<file path="src/rtl/instruction_memory_responder.sv">
// Instruction memory responder: one-outstanding fetch port with fixed latency,
// side-band load port; Clk/Reset, Req*/Rsp* handshakes, Load* write port.
module instruction_memory_responder #(
  parameter int LATENCY = 2,
  parameter int DEPTH   = 128
) (
  input  logic        Clk,
  input  logic        Reset,
  input  logic        ReqValid,
  input  logic [31:0] ReqAddress,
  output logic        ReqReady,
  output logic        RspValid,
  input  logic        RspReady,
  output logic [31:0] Instruction,
  output logic        RspError,
  input  logic        LoadEn,
  input  logic [31:0] LoadAddress,
  input  logic [31:0] LoadData
);

  localparam int AW = (DEPTH > 1) ? $clog2(DEPTH) : 1;
  localparam logic [2:0] CNT_INIT =
    (LATENCY > 1) ? 3'(LATENCY - 2) : 3'd0;

  typedef enum logic [1:0] {
    IDLE,
    WAIT,
    RESP
  } state_t;

  state_t      state;
  state_t      state_nxt;
  logic [2:0]  cnt;
  logic [31:0] data_q;
  logic        err_q;
  logic [31:0] mem [DEPTH];

  logic          accept;
  logic          req_err;
  logic          ld_ok;
  logic [AW-1:0] req_idx;
  logic [AW-1:0] ld_idx;

  assign req_idx = ReqAddress[AW+1:2];
  assign ld_idx  = LoadAddress[AW+1:2];

  assign req_err = (|ReqAddress[1:0]) ||
    ({2'b00, ReqAddress[31:2]} >= 32'(DEPTH));

  assign ld_ok = LoadEn && !(|LoadAddress[1:0]) &&
    ({2'b00, LoadAddress[31:2]} < 32'(DEPTH));

  assign accept = ReqValid && ReqReady;

  // Storage is deliberately outside the reset domain.
  always_ff @(posedge Clk) begin
    if (ld_ok) begin
      mem[ld_idx] <= LoadData;
    end
  end

  always_ff @(posedge Clk or negedge Reset) begin
    if (!Reset) begin
      state <= IDLE;
    end else begin
      state <= state_nxt;
    end
  end

  always_comb begin
    state_nxt = state;
    unique case (state)
      IDLE: begin
        if (accept) begin
          state_nxt = (LATENCY > 1) ? WAIT : RESP;
        end
      end
      WAIT: begin
        if (cnt == 3'd0) begin
          state_nxt = RESP;
        end
      end
      RESP: begin
        if (RspReady) begin
          state_nxt = IDLE;
        end
      end
      default: state_nxt = IDLE;
    endcase
  end

  // The read samples mem before any same-edge load lands,
  // so a colliding load is only visible to later requests.
  always_ff @(posedge Clk or negedge Reset) begin
    if (!Reset) begin
      cnt    <= 3'd0;
      data_q <= 32'h0;
      err_q  <= 1'b0;
    end else if (accept) begin
      cnt    <= CNT_INIT;
      data_q <= req_err ? 32'h0 : mem[req_idx];
      err_q  <= req_err;
    end else if (state == WAIT && cnt != 3'd0) begin
      cnt <= cnt - 3'd1;
    end
  end

  always_comb begin
    ReqReady    = (state == IDLE);
    RspValid    = (state == RESP);
    Instruction = RspValid ? data_q : 32'h0;
    RspError    = RspValid && err_q;
  end

endmodule

</file>
<file path="config.mk">
export PLATFORM = sky130hd
export DESIGN_NAME = instruction_memory_responder
export DESIGN_NICKNAME = d
export VERILOG_FILES = /design/src/rtl/instruction_memory_responder.sv
export SDC_FILE = /design/constraint.sdc
export NUM_CORES = 2
export LEC_CHECK = 0
export ABC_CLOCK_PERIOD_IN_PS = 4400
export BUFFER_PORTS_ARGS = -buffer_cell sky130_fd_sc_hd__buf_4
export CORE_ASPECT_RATIO = 0.9
export CORE_MARGIN = 2
export CORE_UTILIZATION = 55
export CTS_BUF_LIST = sky130_fd_sc_hd__clkbuf_16
export CTS_CLUSTER_SIZE = 28
export DETAILED_ROUTE_END_ITERATION = 10
export PLACE_DENSITY = 0.71
export SYNTH_ARGS = -nofsm -noshare
export SYNTH_HDL_FRONTEND = slang
export SYNTH_SLANG_ARGS = --single-unit
</file>
<file path="constraint.sdc">
create_clock -name Clk -period 4.4 [get_ports Clk]
set_input_delay 0.44 -clock Clk [delete_from_list [all_inputs] [get_ports Clk]]
set_output_delay 0.44 -clock Clk [all_outputs]
set_load 0.02 [all_outputs]
</file>
After elaboration in Yosys (flattened, before gate mapping)
Memories as Yosys holds them, arrays and structs flattened.
Cells that the tools add are included.

word-level totals
  memory bits (writable) = 4,096
  logic and storage cells = 37
  register bits after elaboration = 38
  output and inout bits = 35
  memories kept = 1

cells by class
  multiplexer cells = 10
  equality and inequality tests = 5
  $lt $le $gt $ge = 2
  reduce and logical (&&, ||, !) cells = 14
  add/sub/neg operators = 1

memory list
  memory  depth  bits a word  read ports  clocked after memory_dff  write ports  line  source
  mem     128    32           1           0                         1            36    logic [31:0] mem [DEPTH];

operators by type and width
  cell                 number
  $mux 32              2
  $ge 30x8->1 const B  1
  $lt 30x8->1 const B  1
  $mux 2               3
  $mux 3               2
  $pmux 2 s3           1
  $logic_and 1x1->1    5
  $ne 2x1->1 const B   2
  $reduce_or 2->1      2
  $logic_not 3->1      1
  $reduce_and 3->1     1
  $reduce_bool 3->1    1
  $sub 3x1->3 const B  1
  $eq 2x1->1 const B   1
  $eq 2x2->1 const B   1
  $logic_not 2->1      1
  $mux 1               2
  $ne 2x2->1 const B   1
  $reduce_bool 2->1    1
  $logic_not 1->1      1
  $logic_or 1x1->1     1

Logic depth before layout (Yosys ltp)
  depth after elaboration = 6
  depth in mapped cells = 13

Worst setup path before layout
OpenSTA, ideal clock, no wires.

  path kind = input -> register
  start point = input LoadAddress[1]
  end point = memory mem[127][0] (enable)
  setup slack = 0.947 ns
  cell stages on the path = 6
  arrival time = 3.031 ns
  buffers on the path = 1
  required time = 3.979 ns
  library setup time = 0.421 ns
  path through = nor4b_1 -> nand4_1 -> nor3_1 -> nand3_1 -> clkbuf_1 -> nor2_1

on the way
  word-level cells in the longest chain between the ends = 6

RTL lines
  element                         line  source
  start: declaration              17    input logic [31:0] LoadAddress,
  $reduce_or 2->1                 50    assign ld_ok = LoadEn && !(|LoadAddress[1:0]) &&
  $logic_not 1->1                 50
  $logic_and 1x1->1 (2 in a row)  50
  $mux 1                          57    if (ld_ok) begin
  $mux 1 (implied by the code)    58    mem[ld_idx] <= LoadData;
  end: declaration                36

Every way passes these cells.

Worst setup path in the final report
  start point = input ReqAddress[21]
  end point = register data_q[11]

on the way
  word-level cells in the longest chain between the ends = 3

RTL lines
  element                 line  source
  start: declaration      10    input logic [31:0] ReqAddress,
  $ge 30x8->1             48    ({2'b00, ReqAddress[31:2]} >= 32'(DEPTH));
  $logic_or 1x1->1        47    assign req_err = (|ReqAddress[1:0]) ||
  $mux 32                 101   data_q <= req_err ? 32'h0 : mem[req_idx];
  end signal: assignment  101
  end: declaration        34    logic [31:0] data_q;

Every way passes these cells.
A chain may end at the register's enable or synchronous reset.

==> run metrics <==
Area Growth Syn to Fin=13.3%; Final period util=0.879; #FFs+latches synth=4134; Root Buffer=clkbuf_16; Max Cap Violations=0; Clock Skews=between 0.1 and 0.15 ns; Power Dens Cells=approximately 440 nW/um2; post-layout min period=3.87 ns; Final Hold Slack=around 0.038 ns; TritonCTS clock tree=yes; most frequent cells in the layout=edfxtp_1, mux2i_1, mux4_2, buf_4, clkbuf_16; routed len/inst=between 30 and 40 um; Switching Share=0.213; P_int=63000 uW; unrepaired setup endpoints after global routing=no; GRT Residual Overflow=0; fin. max-slew vios=0; largest net degree at the start of global routing=129; core box area=288000 um2; Multi-input gate area=between 30000 and 40000 um2; clk sinks=4134; Reg clk slew, reported paths=approximately 0.060 ns; Mean Syn Cell Area=a little over 20 um2; initial antenna violation count=42; gr usage total=0.293; Achievable Freq=258 MHz; H-tree levels=5; Pleak=0.0596 uW; Post-synth EDFFs=about 4100; CP arrival=~4.6 ns; die area=~290000 um2; Most used DFF post-synth=edfxtp_1; vias in the first global route=around 80000; post-cts resize count=0; Post-Route WL=about 430000 um; final setup fails=0; Clock Path Buffers=4; # port buffers=135; Net Switching=17000 uW; share of cells above drive strength 1=0.201; initial core utilization=0.553; Post-Synthesis Cells=~7900; DRC violations left=0; Worst Path Max Fanout=22; sequential area share after synthesis=0.777; vias per inst=6.66; Die Wd=roughly 570 um; VDD IR max=0.381 mV; largest area contributor in the netlist=edfxtp_1; commonest non-fill, non-tap cell in the layout=edfxtp_1; CP Capture Type=register; Final Hold Fails=0; Seq pwr share=0.541; Worst Hold Class=in2reg; HPWL after detailed placement=~250000 um; share of the synthesized area in the top cell type=0.771; Slew Limit Headroom=0.110; via count=roughly 83000; setup TNS=0 ns; status=finished clean; Final ANT Viol Nets=0; IO Pins=136; filler instances=~19000; Netlist cell types=42; clock latency on the worst-skew pair=approximately 0.95 ns; Post-CTS Setup Bufs=0; first-pass GRT wire length=approximately 600000 um; PnR Total Power=about 80000 uW; Die Y=515 um; CP Class=in2reg; Required @ worst endpoint=between 5 and 6 ns; Final Wtd Congestion=between 0.8 and 0.9; DRT Pass-1 Iters=6; # nets final=around 8400; Critical Path Source Type=input pin; Async S/R FF share, synth=0.00919; Comb pwr share=0.052; synth top area cells=edfxtp_1, mux4_2, mux2i_1; Reg area=124000 um2; Iter 0 DRT Violations=13300; Num CTS Buffers=roughly 390; Synth Cell Area=between 150000 and 200000 um2; num rows=approximately 190; Syn Nets=roughly 8000; Clk pwr share=0.408; pin slew with the least headroom to its limit=~1.3 ns; Syn. warnings=0
-- power groups by stage --
stage	combinational (uW)	sequential [uW]	clock [uW]
finish	4140	43300	32600
global route	4290	43300	34400
CTS	4090	43300	32900
detailed placement	4060	44100	0
global placement	3970	44100	0
floorplan	2060	44100	0
-- worst max-delay path, cell delays in order --
cell           delay [ns]
dlygate4sd3_1        0.54
buf_4                0.13
or3_1                0.29
dlygate4sd3_1        0.56
nor4_1               0.31
nor2b_2              0.52
buf_4                0.46
nand3_1              0.81
o211ai_1             0.54
-- state kept, by name (all words and copies together) (netlist names) --
name	cells
mem	4096
data_q	32
state	2
err_q	1
cnt	3
-- metal layers --
metal	vias to the layer above	routed length, um	global-route usage
met5	-	118	0
met4	18	19400	0.120
met3	829	52300	0.0634
met2	5583	199000	0.441
met1	43500	163000	0.420
li1	33500	-	-
-- kinds of logic (layout without fill, tap and decap cells) --
group	count (synthesis)	after routing	synth area share
buf+inv	471	1257	0.0143
simple gates	619	619	0.0180
compound gates	937	937	0.0415
mux	1697	1697	0.149
other cells	0	24	0
flops	4134	4134	0.777
fa+ha+maj	2	2	0.000157
-- area by class of cell --
type,instances,area share
antenna,24,0.000332
clock buffer,400,0.0554
clock inverter,306,0.0128
inverter,6,0.000125
multi-input combinational,3255,0.190
sequential,4134,0.686
tap,3874,0.0268
timing repair buffer,545,0.0288
-- path summary, 6_finish.rpt --
check	from	slack, ns	end	depth (start not counted)
worst max-delay path	ReqAddress[21]	0.53	data_q[11]$_DFFE_PN0P_	9
worst min-delay path	LoadData[26]	0.04	mem[1][26]$_DFFE_PP_	1
worst max register to register	state[0]$_DFFE_PN0P_	0.73	data_q[11]$_DFFE_PN0P_	7
worst min register to register	state[1]$_DFFE_PN0P_	0.52	state[1]$_DFFE_PN0P_	1
max in group asynchronous	Reset	3.61	data_q[11]$_DFFE_PN0P_	2
min in group asynchronous	Reset	0.13	state[0]$_DFFE_PN0P_	2
-- Yosys cell counts (2+ instances only) --
cell type,n
edfxtp_1,4096
mux2i_1,1152
mux4_2,544
a22oi_1,384
clkbuf_1,233
a21oi_1,225
nor2_1,170
nand2_1,150
nand3_1,135
buf_2,109
a22o_1,99
buf_4,70
o211ai_1,63
nor2b_1,41
dfrtp_1,38
buf_1,35
nand2b_1,34
nor3_1,34
and2_1,33
o22ai_1,33
a221oi_1,32
a31oi_1,32
a211oi_1,31
a311o_1,31
buf_6,13
nor4_1,11
inv_1,6
clkbuf_4,5
nand4_1,3
o21ai_0,3
ha_1,2
or2_2,2
or3_1,2
-- stage by stage --
step	instance area [um2]	worst slack [ns]	instances	util
2_1_floorplan	160000	0.947	7860	-
3_3_place_gp	168000	0.246	11800	0.583
3_5_place_dp	168000	0.258	11800	0.583
4_1_cts	181000	0.672	12500	0.626
5_1_grt	181000	0.507	12500	0.626
6_report	181000	0.531	12500	0.627
-- timing repair --
action                     4_1_cts  5_1_grt
hold buffers                    11        0
hold endpoints to repair       122        0
setup endpoints to repair        0        0
Note: power is estimated with default switching activity, not from simulation.
